**src/rtl/demux1to8_deser_pkg.sv**
```systemverilog
// -----------------------------------------------------------------------------
// demux1to8_deser_pkg
// Shared definitions for the 1-to-8 serial demultiplexer / deserializer:
//   - lane index width and lane count
//   - control state encoding (IDLE / FILL / STALL)
//   - helpers returning the start lane and the final (completing) lane for a
//     given bit order
// No ports (package).
// -----------------------------------------------------------------------------
package demux1to8_deser_pkg;

  localparam int LANE_W   = 3;
  localparam int LANE_CNT = 8;

  // IDLE : lane at start, nothing buffered
  // FILL : one or more lanes of the current word filled
  // STALL: final lane pending while the previous word is still unconsumed
  typedef enum logic [1:0] {
    ST_IDLE  = 2'd0,
    ST_FILL  = 2'd1,
    ST_STALL = 2'd2
  } state_e;

  // Lane that receives the first bit of a word.
  function automatic logic [LANE_W-1:0] start_lane(input logic lsb_first);
    return lsb_first ? 3'd0 : 3'd7;
  endfunction

  // Lane whose bit completes a word.
  function automatic logic [LANE_W-1:0] final_lane(input logic lsb_first);
    return lsb_first ? 3'd7 : 3'd0;
  endfunction

endpackage

```
**src/rtl/demux1to8_deser_lane_counter.sv**
```systemverilog
// -----------------------------------------------------------------------------
// demux_lane_counter
// 3-bit wrapping lane index. Counts up (LSB_FIRST=1) or down (LSB_FIRST=0)
// on every accepted bit, reloads the start lane on load, and flags when the
// index sits on the final lane of a word.
// Ports:
//   clk   in   system clock, rising edge
//   rst   in   asynchronous active-high reset (index -> start lane)
//   load  in   synchronous reload of the start lane (has priority over step)
//   step  in   advance one lane
//   idx   out  current lane index
//   last  out  idx is the final lane of a word
// -----------------------------------------------------------------------------
module demux_lane_counter
  import demux1to8_deser_pkg::*;
#(
  parameter bit LSB_FIRST = 1'b1
) (
  input  logic              clk,
  input  logic              rst,
  input  logic              load,
  input  logic              step,
  output logic [LANE_W-1:0] idx,
  output logic              last
);

  logic [LANE_W-1:0] idx_d;
  logic [LANE_W-1:0] idx_q;

  // Next lane: reload, step with natural 3-bit wrap, or hold.
  always_comb begin
    idx_d = idx_q;
    if (load) begin
      idx_d = start_lane(LSB_FIRST);
    end else if (step) begin
      idx_d = LSB_FIRST ? (idx_q + 3'd1) : (idx_q - 3'd1);
    end else begin
      idx_d = idx_q;
    end
  end

  // Lane index register.
  always_ff @(posedge clk or posedge rst) begin
    if (rst) begin
      idx_q <= start_lane(LSB_FIRST);
    end else begin
      idx_q <= idx_d;
    end
  end

  assign idx  = idx_q;
  assign last = (idx_q == final_lane(LSB_FIRST));

endmodule

```
**src/rtl/demux1to8_deser.sv**
```systemverilog
// -----------------------------------------------------------------------------
// demux1to8_deser
// Sequential 1-to-8 demultiplexer: steers each accepted serial bit onto the
// next of eight lanes and presents the completed word on a valid/ready port.
// Parameters:
//   LSB_FIRST  1 = first bit of a word lands in lane 0, 0 = lands in lane 7
//   CNT_W      width of the completed-word counter (wraps silently)
// Ports:
//   clk        in   system clock, rising edge
//   rst        in   asynchronous active-high reset
//   in_valid   in   serial bit valid
//   in_bit     in   serial data bit
//   in_ready   out  bit can be accepted this cycle
//   flush      in   synchronous discard of the partial word
//   out_data   out  assembled word, lane k = out_data[k]
//   out_valid  out  out_data holds an unconsumed word
//   out_ready  in   consumer takes out_data
//   lane_idx   out  lane the next accepted bit will fill
//   word_cnt   out  completed-word count
// -----------------------------------------------------------------------------
module demux1to8_deser
  import demux1to8_deser_pkg::*;
#(
  parameter bit LSB_FIRST = 1'b1,
  parameter int CNT_W     = 16
) (
  input  logic              clk,
  input  logic              rst,
  input  logic              in_valid,
  input  logic              in_bit,
  output logic              in_ready,
  input  logic              flush,
  output logic [7:0]        out_data,
  output logic              out_valid,
  input  logic              out_ready,
  output logic [LANE_W-1:0] lane_idx,
  output logic [CNT_W-1:0]  word_cnt
);

  logic [LANE_W-1:0] lane_s;
  logic              lane_last_s;
  logic              stall_s;
  logic              in_ready_s;
  logic              accept_s;
  logic              complete_s;
  logic              bit_s;
  logic [LANE_W-1:0] pidx_s;
  logic [7:0]        word_s;

  logic [6:0]        partial_d;
  logic [6:0]        partial_q;
  logic [7:0]        out_data_d;
  logic [7:0]        out_data_q;
  logic              out_valid_d;
  logic              out_valid_q;
  logic [CNT_W-1:0]  word_cnt_d;
  logic [CNT_W-1:0]  word_cnt_q;
  state_e            state_q;

  demux_lane_counter #(
    .LSB_FIRST (LSB_FIRST)
  ) u_lane_counter (
    .clk  (clk),
    .rst  (rst),
    .load (flush),
    .step (accept_s),
    .idx  (lane_s),
    .last (lane_last_s)
  );

  // Handshake decode: only the completing bit waits on a full output stage.
  always_comb begin
    // STALL always coincides with the final lane; including it keeps the
    // stall term tied to the control state as well as the raw index.
    stall_s    = out_valid_q && !out_ready && (lane_last_s || (state_q == ST_STALL));
    in_ready_s = !flush && !stall_s;
    accept_s   = in_valid && in_ready_s;
    complete_s = accept_s && lane_last_s;
    // Gate the data bit so an undriven in_bit never reaches the registers.
    bit_s      = accept_s ? in_bit : 1'b0;
  end

  // Map lanes onto the 7-bit partial store and merge the final bit.
  always_comb begin
    // The final lane is never stored, so MSB-first stores lanes 7..1 at 6..0.
    pidx_s = LSB_FIRST ? lane_s : (lane_s - 3'd1);
    word_s = LSB_FIRST ? {bit_s, partial_q} : {partial_q, bit_s};
  end

  // Partial word update: cleared on flush or completion, else one lane written.
  always_comb begin
    partial_d = partial_q;
    if (flush || complete_s) begin
      partial_d = 7'd0;
    end else if (accept_s) begin
      for (int k = 0; k < 7; k++) begin
        if (pidx_s == 3'(k)) begin
          partial_d[k] = bit_s;
        end else begin
          partial_d[k] = partial_q[k];
        end
      end
    end else begin
      partial_d = partial_q;
    end
  end

  // Output stage next state: load on completion, drop after a handshake.
  always_comb begin
    out_data_d  = out_data_q;
    out_valid_d = out_valid_q;
    word_cnt_d  = word_cnt_q;
    if (complete_s) begin
      // A completion on the consuming edge replaces the word with no bubble.
      out_data_d  = word_s;
      out_valid_d = 1'b1;
      word_cnt_d  = word_cnt_q + CNT_W'(1);
    end else if (out_valid_q && out_ready) begin
      out_valid_d = 1'b0;
    end else begin
      out_valid_d = out_valid_q;
    end
  end

  // Partial and output registers.
  always_ff @(posedge clk or posedge rst) begin
    if (rst) begin
      partial_q   <= 7'd0;
      out_data_q  <= 8'd0;
      out_valid_q <= 1'b0;
      word_cnt_q  <= '0;
    end else begin
      partial_q   <= partial_d;
      out_data_q  <= out_data_d;
      out_valid_q <= out_valid_d;
      word_cnt_q  <= word_cnt_d;
    end
  end

  // Control state: tracks idle / filling / stalled-on-final-lane.
  always_ff @(posedge clk or posedge rst) begin
    if (rst) begin
      state_q <= ST_IDLE;
    end else begin
      case (state_q)
        ST_IDLE: begin
          if (flush) begin
            state_q <= ST_IDLE;
          end else if (accept_s) begin
            state_q <= ST_FILL;
          end else begin
            state_q <= ST_IDLE;
          end
        end
        ST_FILL: begin
          if (flush || complete_s) begin
            state_q <= ST_IDLE;
          end else if (lane_last_s && out_valid_q && !out_ready) begin
            state_q <= ST_STALL;
          end else begin
            state_q <= ST_FILL;
          end
        end
        ST_STALL: begin
          if (flush || complete_s) begin
            state_q <= ST_IDLE;
          end else if (!(out_valid_q && !out_ready)) begin
            state_q <= ST_FILL;
          end else begin
            state_q <= ST_STALL;
          end
        end
        default: begin
          state_q <= ST_IDLE;
        end
      endcase
    end
  end

  assign in_ready  = in_ready_s;
  assign out_data  = out_data_q;
  assign out_valid = out_valid_q;
  assign lane_idx  = lane_s;
  assign word_cnt  = word_cnt_q;

endmodule
```
**config.mk**
```make
export PLATFORM = sky130hd
export DESIGN_NAME = demux1to8_deser
export DESIGN_NICKNAME = d
export VERILOG_FILES = /design/src/rtl/demux1to8_deser_pkg.sv /design/src/rtl/demux1to8_deser_lane_counter.sv /design/src/rtl/demux1to8_deser.sv
export SDC_FILE = /design/constraint.sdc
export NUM_CORES = 1
export LEC_CHECK = 0
export BUFFER_PORTS_ARGS = -buffer_cell sky130_fd_sc_hd__buf_2
export CORE_AREA = 5 5 80 82
export DETAILED_ROUTE_END_ITERATION = 10
export DIE_AREA = 0 0 85 87
export HOLD_SLACK_MARGIN = 0.08
export PLACE_DENSITY = 0.61
export SLEW_MARGIN = 20
export SYNTH_ARGS = -nofsm -noshare
export SYNTH_HDL_FRONTEND = slang
export SYNTH_SLANG_ARGS = --single-unit
```
**constraint.sdc**
```tcl
create_clock -name clk -period 2.5 [get_ports clk]
set_input_delay 0.5 -clock clk [delete_from_list [all_inputs] [get_ports clk]]
set_output_delay 0.5 -clock clk [all_outputs]
set_load 0.005 [all_outputs]
```
After elaboration in Yosys (flattened, before gate mapping)
Index checks and enable logic that the tools add are counted.
{"block": "word_totals", "word_cells": 76, "output_inout_bits": 29, "in_bits": 6, "register_bits": 37}
{"block": "classes", "eq_ne": 9, "addsub": 2, "muxes": 21, "n_reduce_logical": 32}
{"cell": "$reduce_bool 2->1", "n": 10}
{"cell": "$add 16x1->16 const B", "n": 1}
{"cell": "$mux 7", "n": 2}
{"cell": "$reduce_and 2->1", "n": 7}
{"cell": "$eq 3x3->1 const B", "n": 4}
{"cell": "$mux 1", "n": 12}
{"cell": "$logic_and 1x1->1", "n": 8}
{"cell": "$mux 2", "n": 4}
{"cell": "$eq 3x2->1 const B", "n": 2}
{"cell": "$mux 3", "n": 2}
{"cell": "$pmux 2 s3", "n": 1}
{"cell": "$add 3x1->3 const B", "n": 1}
{"cell": "$eq 3x1->1 const B", "n": 1}
{"cell": "$logic_not 1->1", "n": 3}
{"cell": "$logic_not 3->1", "n": 1}
{"cell": "$eq 2x1->1 const B", "n": 1}
{"cell": "$eq 2x2->1 const B", "n": 1}
{"cell": "$logic_not 2->1", "n": 1}
{"cell": "$logic_or 1x1->1", "n": 2}

Longest topological paths before layout
{"block": "depth", "ltp_word": 10, "mapped_depth": 8, "depth_no_buf": 6}

By module
A second synthesis with hierarchy kept.
{"block": "unflattened", "cells_unflattened": 171, "hier_area_um2": 1825.5}
{"mod": "demux1to8_deser", "instances": 1, "area_per_inst_um2": 1681.6, "cells_per_inst": 159, "seq_area_each_um2": 850.8}
{"mod": "demux_lane_counter", "instances": 1, "area_per_inst_um2": 143.9, "cells_per_inst": 12, "seq_area_each_um2": 75.1}

Least setup slack after synthesis
No wires, ideal clock.
{"block": "synth_path", "kind": "register to output", "start": "register u_lane_counter.idx_q[0] (netlist: u_lane_counter.idx[0])", "end": "output in_ready", "t_arrival_ns": 1.394, "path_buffers": 1, "stages_incl_launch_ff": 6, "required_time_ns": 2.000, "slack_ns": 0.606, "path_cell_list": "dfrtp_1 ha_1 ha_1 buf_2 or2_0 o22ai_2"}
{"block": "synth_between", "elab_chain_len": 5}
{"item": "start: declaration", "line_no": "demux1to8_deser_lane_counter.sv:28", "rtl": "logic [LANE_W-1:0] idx_q;"}
{"item": "start signal: assignment", "line_no": "demux1to8_deser_lane_counter.sv:45", "rtl": "idx_q <= start_lane(LSB_FIRST);"}
{"item": "start signal: assignment", "line_no": "demux1to8_deser_lane_counter.sv:47", "rtl": "idx_q <= idx_d;"}
{"item": "$eq 3x3->1", "line_no": "demux1to8_deser_lane_counter.sv:52", "rtl": "assign last = (idx_q == final_lane(LSB_FIRST));"}
{"item": "$logic_or 1x1->1", "line_no": "demux1to8_deser.sv:75", "rtl": "stall_s = out_valid_q && !out_ready && (lane_last_s || (state_q == ST_STALL));"}
{"item": "$logic_and 1x1->1", "line_no": "demux1to8_deser.sv:75"}
{"item": "$logic_not 1->1", "line_no": "demux1to8_deser.sv:76", "rtl": "in_ready_s = !flush && !stall_s;"}
{"item": "$logic_and 1x1->1", "line_no": "demux1to8_deser.sv:76"}
{"item": "end: declaration", "line_no": "demux1to8_deser.sv:31", "rtl": "output logic in_ready,"}
No other way between the ends.

Worst setup path after layout
Ends and elaborated chain as after synthesis.

==> metrics <==
Area Growth Syn to Fin 19.2%; number of flops mapped to enable cells by yosys 0; Avg WL per Cell about 13 um; Yosys reg bits 37; pin count of the biggest net entering global routing 38; minimum clock period 2.25 ns; die area 7400 sq um; CP Class reg -> out; outcome finished, final reports clean; initial core utilization 33.0%; asr flop ratio synth between 90% and 100%; Peak VDD IR roughly 0.21 mV; Via-to-Cell Ratio 4.79; Seq/Total Area, Yosys 49.4%; Slew Viols, Final 0; routed wire length 3670 um; Max clock buf depth 2; fill count 601; DPL Wire Length 2660 um; Starting DRT DRC Count 55; nets@finish between 200 and 250; Remaining Overflow, GRT 0; Post-Syn Instances roughly 170; first-pass GRT wire length 6530 um; yosys warns 0; global-route total usage across every layer 11.1%; vias in the first global route approximately 1,400; crit path from u_lane_counter.idx[0]$_DFFE_PP0P_; LEAKAGE ~0.0011 uW; Max Clk Rate 445 MHz; Port Buffers 34; max_cap viols 0; synthesized area roughly 1900 sq um; cts hold-fix bufs 0; endpoints failing hold 0; Pre-Repair DR Iteration Count 4; CTS tree yes; share of cells above drive strength 1 ~28%; CP startpoint kind register; Core Util, Final 39.4%; clock latency on the worst-skew pair 0.28 ns; die height 87 um; Worst EP required 2.00 ns; FP Rows 28; Setup Viol. Count Final 0; setup bufs post-CTS 0; worst slew pin tran approximately 0.46 ns; Slew HR 69.5%; dominant synthesized flop cell dfrtp_1; unique cell type count in the Yosys netlist 35; clock skew 0.00452 ns; GP Congestion around 0.74; Overall Power between 1000 and 1500 uW; Antenna Nets Post-Route 0; RSZ-0062 raised after global routing false; post-synthesis net count 179; post-CTS resize count 0; H-tree depth 2; critical path capture point type primary output; TritonCTS buffer count 5; initial antenna violation count 0; worst path arrival time around 1.8 ns; Critical Path Fanout Max 9; clk slew on worst S/H paths 0.07 ns; reg2reg start u_lane_counter.idx[0]$_DFFE_PP0P_; Syn Area/Cell 11.3 sq um; Core Box Area around 5700 sq um; Ports 35; Residual DRC 0; Pwr Density 545 nW/um^2; Vias 1,336; Hold Path Class in -> async; Ant. Diodes 0; final worst-path cycle share 90.0%; setup TNS 0 ns; Die Span X 85 um; TritonCTS Sinks 37; CTS root buffer clkbuf_8
## Yosys cell counts, types with 5 or more instances
library cell / n / share of area (%)
and2_1: 5 / 1.7
and3_1: 5 / 1.7
dfrtp_1: 37 / 49
ha_1: 7 / 4.7
inv_1: 5 / 1.0
mux2_2: 9 / 5.4
mux2i_1: 7 / 3.7
nand2_1: 5 / 1.0
nand2b_1: 7 / 2.3
nand3_1: 9 / 2.4
nand4_1: 9 / 3.0
o21ai_0: 6 / 1.6
xnor2_1: 14 / 6.5
## registers in the layout, summed over array words and instances (netlist names)
register	flops
partial_q	7
out_data	8
u_lane_counter.idx	3
out_valid	1
word_cnt	16
state_q	2
## final timing paths
kind	cells past startpoint	to	slack (ns)
max in group asynchronous	3	word_cnt[7]$_DFFE_PP0P_	1.87
max	5	in_ready	0.25
min reg2reg	1	word_cnt[15]$_DFFE_PP0P_	0.47
max reg2reg	6	out_data[4]$_DFFE_PP0P_	0.56
min	3	out_data[3]$_DFFE_PP0P_	0.31
min in group clk	1	word_cnt[15]$_DFFE_PP0P_	0.47
## worst max-delay path, cell delays in order, from the launching register on
cell and delay, ns:
dfrtp_1 0.43, ha_1 0.24, ha_1 0.29, or2_0 0.25, o22ai_2 0.13, buf_2 0.14
## where the power goes
group / switching [uW] / total, uW / internal, uW
logic: 41.9 / 70.1 / 28.2
clock network: 205 / 530 / 325
registers: 10.4 / 618 / 607
## cell usage in the layout (no fill, tap or decap), types with 2 or more instances in the layout
| master | instances |
|---|---|
| and4_1 | 3 |
| dfrtp_1 | 37 |
| inv_1 | 5 |
| nand2_1 | 5 |
| nand4_1 | 9 |
| nor2b_1 | 4 |
| mux2i_1 | 7 |
| and2_1 | 5 |
| o21ai_0 | 6 |
| o21a_1 | 2 |
| and3_1 | 5 |
| buf_4 | 4 |
| nand3_1 | 9 |
| nor2_1 | 3 |
| a21oi_1 | 4 |
| buf_2 | 34 |
| xnor2_1 | 14 |
| mux2_2 | 9 |
| clkbuf_8 | 6 |
| o211ai_1 | 4 |
| nand2b_1 | 7 |
| ha_1 | 7 |
## metrics by stage
stage	hold WS, ns	std cells	instance area, sq um	worst slack (ns)
after floorplan	0.469	166	1880	0.606
after global placement	0.456	271	2120	0.590
after detailed placement	0.459	271	2120	0.536
after CTS	0.326	279	2240	0.226
after global routing	0.383	279	2240	0.125
final	0.311	279	2240	0.251
## area by class of cell
cell class	instances	area [sq um]	share of cell area (%)
Inverter	5	18.8	0.839
Timing Repair Buffer	38	200	8.95
Multi-Input combinational cell	116	881	39.4
Clock buffer	7	86.3	3.86
Sequential cell	37	926	41.4
Clock inverter	1	30.0	1.34
Tap cell	75	93.8	4.20
## routing by layer
metal	part of all wire (%)	vias up	track usage, %
li1	-	663	-
met2	48	28	18.4
met3	6.7	2	4.16
met4	0.41	0	3.45
met1	44	643	13.4
met5	0	-	0
## cells by family (layout without fill, tap and decap cells)
kind of cell / count (synthesis) / in the layout / synth area share [%]
simple gates: 57 / 57 / 18.7
fa+ha+maj: 7 / 7 / 4.67
flops: 37 / 37 / 49.4
buf+inv: 13 / 51 / 3.67
xor+xnor: 15 / 15 / 7.00
compound gates: 21 / 21 / 7.40
mux: 16 / 16 / 9.14
(Power assumes the default switching activity.)
